`config.mk`:
```
export PLATFORM = sky130hd
export DESIGN_NAME = hs_sender
export DESIGN_NICKNAME = d
export VERILOG_FILES = /design/src/rtl/hs_sender.sv
export SDC_FILE = /design/constraint.sdc
export NUM_CORES = 1
export LEC_CHECK = 0
export ABC_AREA = 1
export CORE_AREA = 2 2 47 49
export CTS_BUF_LIST = sky130_fd_sc_hd__clkbuf_4 sky130_fd_sc_hd__clkbuf_8 sky130_fd_sc_hd__clkbuf_16
export DETAILED_ROUTE_END_ITERATION = 16
export DIE_AREA = 0 0 49 51
export PLACE_DENSITY_LB_ADDON = 0.3
export SYNTH_ARGS = -nofsm -noshare
export SYNTH_HDL_FRONTEND = slang
export SYNTH_SLANG_ARGS = --single-unit
```
`constraint.sdc`:
```
create_clock -name clock -period 4.5 [get_ports clock]
set_input_delay 0.9 -clock clock [delete_from_list [all_inputs] [get_ports clock]]
set_output_delay 0.9 -clock clock [all_outputs]
set_load 0.01 [all_outputs]
```
`src/rtl/hs_sender.sv`:
```
`default_nettype none
// ============================================================================
// Module   : hs_sender
// Purpose  : CPU-side transmitter for a four-phase send/ack link. CPU words
//            are buffered in a power-of-two FIFO. Each word is driven onto
//            dadoT with a registered send request. The peripheral's
//            asynchronous ack is synchronised before the FSM uses it.
// Ports    : clock, reset (async active-low)
//            in_valid/dadoCPU/in_ready : CPU push interface
//            send/dadoT                : request and transfer data (registered)
//            ack                       : asynchronous peripheral acknowledge
//            done                      : one-cycle handshake-complete pulse
//            count                     : FIFO occupancy
//            err/err_clr               : sticky watchdog flag and its clear
// Option   : define HS_TIMEOUT_EN to enable the handshake watchdog
//            (TIMEOUT_CYC cycles in REQ or RELEASE abort the transfer).
// Revision : 1.0 - initial release
// ============================================================================
module hs_sender #(
  parameter int DATA_W      = 2,
  parameter int DEPTH       = 4,
  parameter int SYNC_STAGES = 2,
  parameter int TIMEOUT_CYC = 64
) (
  input  logic                         clock,
  input  logic                         reset,
  input  logic                         in_valid,
  input  logic [DATA_W-1:0]            dadoCPU,
  output logic                         in_ready,
  output logic                         send,
  output logic [DATA_W-1:0]            dadoT,
  input  logic                         ack,
  output logic                         done,
  output logic [$clog2(DEPTH+1)-1:0]   count,
  output logic                         err,
  input  logic                         err_clr
);

  localparam int AW = $clog2(DEPTH);
  localparam int CW = $clog2(DEPTH+1);

  typedef enum logic [1:0] {
    IDLE    = 2'd0,
    REQ     = 2'd1,
    RELEASE = 2'd2
  } state_t;

  state_t                  state, state_n;
  logic [DATA_W-1:0]       mem [DEPTH];
  logic [AW-1:0]           wr_ptr, rd_ptr;
  logic                    push, pop;
  logic [SYNC_STAGES-1:0]  ack_sync;
  logic                    ack_s;
  logic                    send_n, done_n;
  logic                    timeout;

  assign in_ready = (count < CW'(DEPTH));
  assign push     = in_valid && in_ready;
  assign ack_s    = ack_sync[SYNC_STAGES-1];

  // ack crosses clock domains: only the last stage feeds the FSM.
  always_ff @(posedge clock or negedge reset) begin
    if (!reset) ack_sync <= '0;
    else        ack_sync <= {ack_sync[SYNC_STAGES-2:0], ack};
  end

  // Storage array carries no reset; validity is tracked by the pointers.
  always_ff @(posedge clock) begin
    if (push) mem[wr_ptr] <= dadoCPU;
  end

  // Pointers wrap naturally because DEPTH is a power of two.
  always_ff @(posedge clock or negedge reset) begin
    if (!reset) begin
      wr_ptr <= '0;
      rd_ptr <= '0;
      count  <= '0;
    end else begin
      if (push) wr_ptr <= wr_ptr + AW'(1);
      if (pop)  rd_ptr <= rd_ptr + AW'(1);
      case ({push, pop})
        2'b10:   count <= count + CW'(1);
        2'b01:   count <= count - CW'(1);
        default: count <= count;
      endcase
    end
  end

  // Next-state logic. send/done are computed here and registered below so
  // that both outputs are glitch-free flops.
  always_comb begin
    state_n = state;
    send_n  = 1'b0;
    done_n  = 1'b0;
    pop     = 1'b0;
    case (state)
      IDLE: begin
        if (count != '0) begin
          pop     = 1'b1;
          send_n  = 1'b1;
          state_n = REQ;
        end
      end
      REQ: begin
        if (timeout)    state_n = IDLE;
        else if (ack_s) state_n = RELEASE;
        else            send_n  = 1'b1;
      end
      RELEASE: begin
        if (timeout) begin
          state_n = IDLE;
        end else if (!ack_s) begin
          done_n  = 1'b1;
          state_n = IDLE;
        end
      end
      default: state_n = IDLE;
    endcase
  end

  always_ff @(posedge clock or negedge reset) begin
    if (!reset) begin
      state <= IDLE;
      send  <= 1'b0;
      done  <= 1'b0;
      dadoT <= '0;
    end else begin
      state <= state_n;
      send  <= send_n;
      done  <= done_n;
      // dadoT only moves when a word is popped on entry to REQ.
      if (pop) dadoT <= mem[rd_ptr];
    end
  end

`ifdef HS_TIMEOUT_EN
  localparam int TW = $clog2(TIMEOUT_CYC+1);
  logic [TW-1:0] tcnt;

  // tcnt holds the number of completed cycles spent in the current state,
  // so the abort edge is the TIMEOUT_CYC-th edge after entry.
  assign timeout = (state != IDLE) && (tcnt == TW'(TIMEOUT_CYC-1));

  always_ff @(posedge clock or negedge reset) begin
    if (!reset)                 tcnt <= '0;
    else if (state_n != state)  tcnt <= '0;
    else if (state != IDLE)     tcnt <= tcnt + TW'(1);
  end

  // A fresh timeout takes priority over a clear on the same edge.
  always_ff @(posedge clock or negedge reset) begin
    if (!reset)       err <= 1'b0;
    else if (timeout) err <= 1'b1;
    else if (err_clr) err <= 1'b0;
  end
`else
  assign timeout = 1'b0;
  assign err     = 1'b0;
  wire   unused_cfg = err_clr ^ (TIMEOUT_CYC > 0);
`endif

endmodule
`default_nettype wire

```
==> impl_metrics.ini, run 1 <==
[synth]
synth.most_common_cell = nand2_1
synth.top_cell.area_share = 0.361
synthTopCellsByArea = dfrtp_1 36%, edfxtp_1 23%, nand2_1 7.6%
synth-xor-area-share = 0.0421
ys_seq_elements = 23
yosysUniqueCellTypes = 21
syn_area_um2 = 1040
synth_edf_count = 8
synth-compound-area-share = 0.0313
synth_top_family_by_area = simple AND/OR/NAND/NOR gates
synth_mux_area_frac = 0
synthSimpleGateAreaFrac = 0.158
synth.avg_cell_area_um2 = 10.1
yosysSeqAreaShare = 0.592
ys.flop_type = dfrtp_1
ys_warn_count = 0
synthArstFlopShare = 0.652
yosys.area.top_type = dfrtp_1
synthAdderAreaFrac = 0.0794
syn_inst = 103
yosys-top-cells-count = 21 x nand2_1, 19 x inv_1, 15 x dfrtp_1
synthesis.nets = 116

[setup_path]
slowest_stage = clkdlybuf4s50_1
cp.required_ns = 4.69
crit_type = input port to flop
worstSetupStartpointType = input port
path_buf_inv = 2
cp-end-kind = flop
crit_family = adder cells
crit_arrival_ns = 2.45
cp_max_fo = 8
crit_path_max_incr_delay_ns = 0.41
crit_chain = clkdlybuf4s50_1, nand2_2, ha_1, inv_1, fa_1, nand2_1, nand3_1, xor2_1

[job]
cap_viol_max_count = 0

[final_layout]
diodes = 0
layout.cells.non_filler = 147
nFillCells = 187
nNetsFinal = 133
drive_above_1_share = 0.101
area_growth_pct = 18.1

[timing]
rsz0062_at_grt = no
fin_crit_ns = 2.26
fmax_ghz = 0.443
fin_setup_tns_ns = 0
finClkSkew_ns = 0.00262
drv_slew = 0
post-route-period-util = 0.502
setup_viol = 0
setup_slack_ns = 2.24
hold_ws_ns = 0.374
slew_headroom = 0.568
final-hold-violation-count = 0
tightest_slew_ns = 0.646

[route]
vias = 636
ant_nets = 0
drc = 0
detail_route.wl_per_cell_um = 9.37
vias_per_cell = 4.33
firstDrtPassIters = 4
drt-total-wl_um = 1380
drtIter0Drc = 17

[cts]
cts_tree = built
clk_latency_ns = 0.30
cts_hold_buf = 0
root_buffer = clkbuf_4
ctsLongestPathBuffers = 2
numCtsBuffers = 3
path_clk_slew_ns = 0.12
post_cts_buffers = 0
clock_sinks = 23
ctsResizeCount = 0
htree_levels = 1

[power]
leakagePower_uw = 0.000595
pwr_density_cell_nw_per_um2 = 657
total_power_uw = 807
ir_drop_uv = 429

[floorplanning]
dieHeight_um = 51
die_x_um = 49
coreArea_um2 = 2060
dieArea_um2 = 2500
num_rows = 17
start_util = 0.504
ioPinCount = 16

[placement]
place_ws_ns = 1.93
place_inst = 143
routabilityCongestion = 0.751
io_buffers = 13
dp_hpwl_um = 1060

[global_routing]
gr-total-overflow = 0
grt_pass1_wl_um = 2530
grt_pass1_vias = 611
busiest_layer = met2
grt_use_met3 = 0.0380
grt_max_degree = 16
grt_usage = 0.138
use_met2 = 0.233
antenna_found_initial = 0
gr-usage-met1 = 0.163

[worst_hold_path]
hp-class = flop to flop

[status]
status = complete, no violations
-- state kept, by name, summed over array words and instances, names as in the netlist --
name and count:
rd_ptr 2, count 3, dadoT 2, done 1
wr_ptr 2, mem 8, ack_sync 2, send 1
state 2
-- where the power goes --
part / switching [uW] / leakage (uW) / internal [uW]
Sequential: 47.9 / 0.000253 / 288
Clock: 55.6 / 0.0000184 / 40.5
Combinational: 203 / 0.000323 / 172
Total: 306 / 0.000595 / 500
-- layout make-up --
cell class                 instances  area (um2)  area share
multi-input combinational         55         327       0.266
tap                               28        35.0      0.0285
inverter                          24        90.1      0.0734
sequential                        23         616       0.502
clock buffer                       4        30.0      0.0245
timing repair buffer              13         130       0.106
-- stage by stage --
stage	utilization	area (um2)
3_5_place_dp	0.580	1200
3_3_place_gp	0.580	1200
4_1_cts	0.595	1230
6_report	0.595	1230
2_1_floorplan	-	1040
5_1_grt	0.595	1230
-- layer usage --
metal / vias up / routed length (um)
met3: 4 / 53
met1: 284 / 639
li1: 339 / -
met2: 9 / 661
met5: - / 0
met4: 0 / 23
-- worst reg2reg max path, delay by kind of cell (launching register included) --
family                   cells  cell delay (ns)
adder cells (fa/ha/maj)      2             0.56
AND/OR/NAND/NOR              4             0.47
flip-flops                   1             0.42
buffers and inverters        2             0.16
XOR/XNOR                     1             0.15
-- cells in the final DEF, fill, tap and decap left out --
cell type | synthesis | routed
nand2_1 | 21 | 21
inv_1 | 19 | 19
dfrtp_1 | 15 | 15
clkdlybuf4s50_1 | 0 | 13
edfxtp_1 | 8 | 8
nor2_1 | 7 | 7
inv_2 | 5 | 5
nand3_1 | 5 | 5
ha_1 | 5 | 5
clkbuf_4 | 0 | 4
o21ai_1 | 3 | 3
xor2_1 | 3 | 3
xnor2_1 | 2 | 2
nand3_2 | 1 | 1
nand2_4 | 1 | 1
or2_1 | 1 | 1
nand2_2 | 1 | 1
o21ai_0 | 1 | 1
a21oi_1 | 1 | 1
a21boi_1 | 1 | 1
fa_1 | 1 | 1
conb_1 | 1 | 1
-- cells by family (layout without fill, tap and decap cells) --
family,count (synthesis),in the layout
adder cells (fa/ha/maj),6,6
flip-flops,23,23
XOR/XNOR,5,5
buffers and inverters,25,41
other,1,1
AO/OA/AOI/OAI,6,6
AND/OR/NAND/NOR,37,37
-- worst paths after layout --
path	from	end	slack, ns	cells after the start
max in group asynchronous	reset	count[2]	3.10	1
worst max-delay path	in_valid	count[2]	2.24	8
worst min register to register	ack_sync[0]	ack_sync[1]	0.37	0
min in group asynchronous	reset	dadoT[1]	0.99	1
worst min-delay path	ack_sync[0]	ack_sync[1]	0.37	0
worst max register to register	state[1]	count[2]	2.65	9
Power figures use the tool's default switching activity.
==> inputs of run 2 (changes only) <==
CORE_AREA = 2 2 49 51   (was 2 2 47 49)
DIE_AREA = 0 0 51 53   (was 0 0 49 51)
clock period = 2.1 ns   (was 4.5 ns; I/O delays follow)
==> run 2 against run 1 <==
  * Combinational power is 120% higher
  * Final cell count is 1.4% higher
  * Clock skew hardly changed
  * Total power is 110% higher
  * Critical path depth is 1 higher
  * Final area is 1.0% higher
  * Wire length is 0.94% lower
  * Global-route usage is 0.92 points lower
  * Non-clock buffer count is 2 higher
  * Setup slack worse by 1.9 ns
  * Die area is 8.2% higher
  * Critical endpoint unchanged
==> impl_metrics.ini, run 2 (synthesized netlist as in run 1, its figures left out) <==
[cts]
ctsLongestPathBuffers = 2
clock_sinks = 23
post_cts_buffers = 0
htree_levels = 1
ctsResizeCount = 0
root_buffer = clkbuf_4
path_clk_slew_ns = 0.12
numCtsBuffers = 3
cts_tree = built
clk_latency_ns = 0.30
cts_hold_buf = 0

[timing]
drv_slew = 0
fin_crit_ns = 1.81
rsz0062_at_grt = no
finClkSkew_ns = 0.00307
fin_setup_tns_ns = 0
final-hold-violation-count = 0
fmax_ghz = 0.554
post-route-period-util = 0.860
setup_viol = 0
setup_slack_ns = 0.294

[power]
ir_drop_uv = 947
leakagePower_uw = 0.000603
pwr_density_cell_nw_per_um2 = 1390

[route]
drc = 0
vias = 643
drt-total-wl_um = 1360
vias_per_cell = 4.32
drtIter0Drc = 6
ant_nets = 0
firstDrtPassIters = 4
detail_route.wl_per_cell_um = 9.15

[global_routing]
grt_usage = 0.129
gr-usage-met1 = 0.143
grt_pass1_wl_um = 2580
grt_max_degree = 16
grt_use_met3 = 0.0537
grt_pass1_vias = 631
use_met2 = 0.232
gr-total-overflow = 0
antenna_found_initial = 0
busiest_layer = met2

[placement]
place_ws_ns = 0.152
io_buffers = 13
routabilityCongestion = 0.728
place_inst = 145
dp_hpwl_um = 1070

[setup_path]
cp-end-kind = flop
cp_max_fo = 8
crit_arrival_ns = 2.01
worstSetupStartpointType = flop
crit_type = flop to flop
cp.required_ns = 2.30

[floorplanning]
num_rows = 17
dieHeight_um = 53
ioPinCount = 16
coreArea_um2 = 2150
start_util = 0.484
dieArea_um2 = 2700
die_x_um = 51

[worst_hold_path]
hp-class = flop to flop

[final_layout]
top_register = mem
nNetsFinal = 135
area_growth_pct = 19.3
largest_register_ffs = 8
mostFrequentLayoutCell = nand2_1
nFillCells = 187
drive_above_1_share = 0.116
most-common-layout-cells = 21 x nand2_1, 19 x inv_1, 15 x dfrtp_1
reg_top3 = mem x8, count x3
layout.cells.non_filler = 149
diodes = 0
utilization = 0.577

[status]
status = complete, no violations

[job]
cap_viol_max_count = 0
==> run 2: cell types whose count changed in the layout (fill, tap and decap cells not counted) <==
cell      previous run  this run
buf_4                0         2
clkbuf_4             4         3
clkinv_2             0         1
==> run 2: power by group <==
group	total, uW	switching, uW	internal (uW)	leakage, uW
Combinational	813	436	377	0.000332
Clock	195	124	71.1	0.0000177
Sequential	719	101	617	0.000253
Total	1730	661	1070	0.000603
==> run 2: area by class of cell <==
type                       count  area, um2  area share
timing repair buffer          15        145       0.117
clock inverter                 1       5.00     0.00404
tap                           28       35.0      0.0283
clock buffer                   3       22.5      0.0182
multi-input combinational     55        327       0.263
inverter                      24       90.1      0.0727
sequential                    23        616       0.496
==> run 2: worst paths after layout <==
path                              from          end  slack, ns  cells past startpoint
max reg2reg                   state[1]     count[2]       0.29                      9
min reg2reg                ack_sync[0]  ack_sync[1]       0.37                      0
max in group asynchronous        reset     state[1]       1.52                      2
min in group asynchronous        reset     count[1]       0.41                      2
max                           state[1]     count[2]       0.29                      9
min                        ack_sync[0]  ack_sync[1]       0.37                      0
==> run 2: metrics by stage <==
stage	total power, uW	cell area [um2]	hold slack [ns]
3_5_place_dp	1550	1210	0.340
3_3_place_gp	1510	1210	0.333
6_report	1730	1240	0.367
2_1_floorplan	1270	1040	0.124
5_1_grt	1910	1240	0.373
4_1_cts	1750	1240	0.369
==> run 2: routing by layer <==
metal / vias up / wire length [um]
li1: 341 / -
met1: 289 / 588
met2: 13 / 701
met3: 0 / 74
met4: 0 / 0
met5: - / 0
==> run 2: worst max-delay path, cell delays in order (launching register included) <==
cell and delay, ns:
dfrtp_1 0.40, nor2_1 0.19, nand2_4 0.11, inv_2 0.09
ha_1 0.16, inv_1 0.07, fa_1 0.38, nand2_1 0.08
nand3_1 0.09, xor2_1 0.15
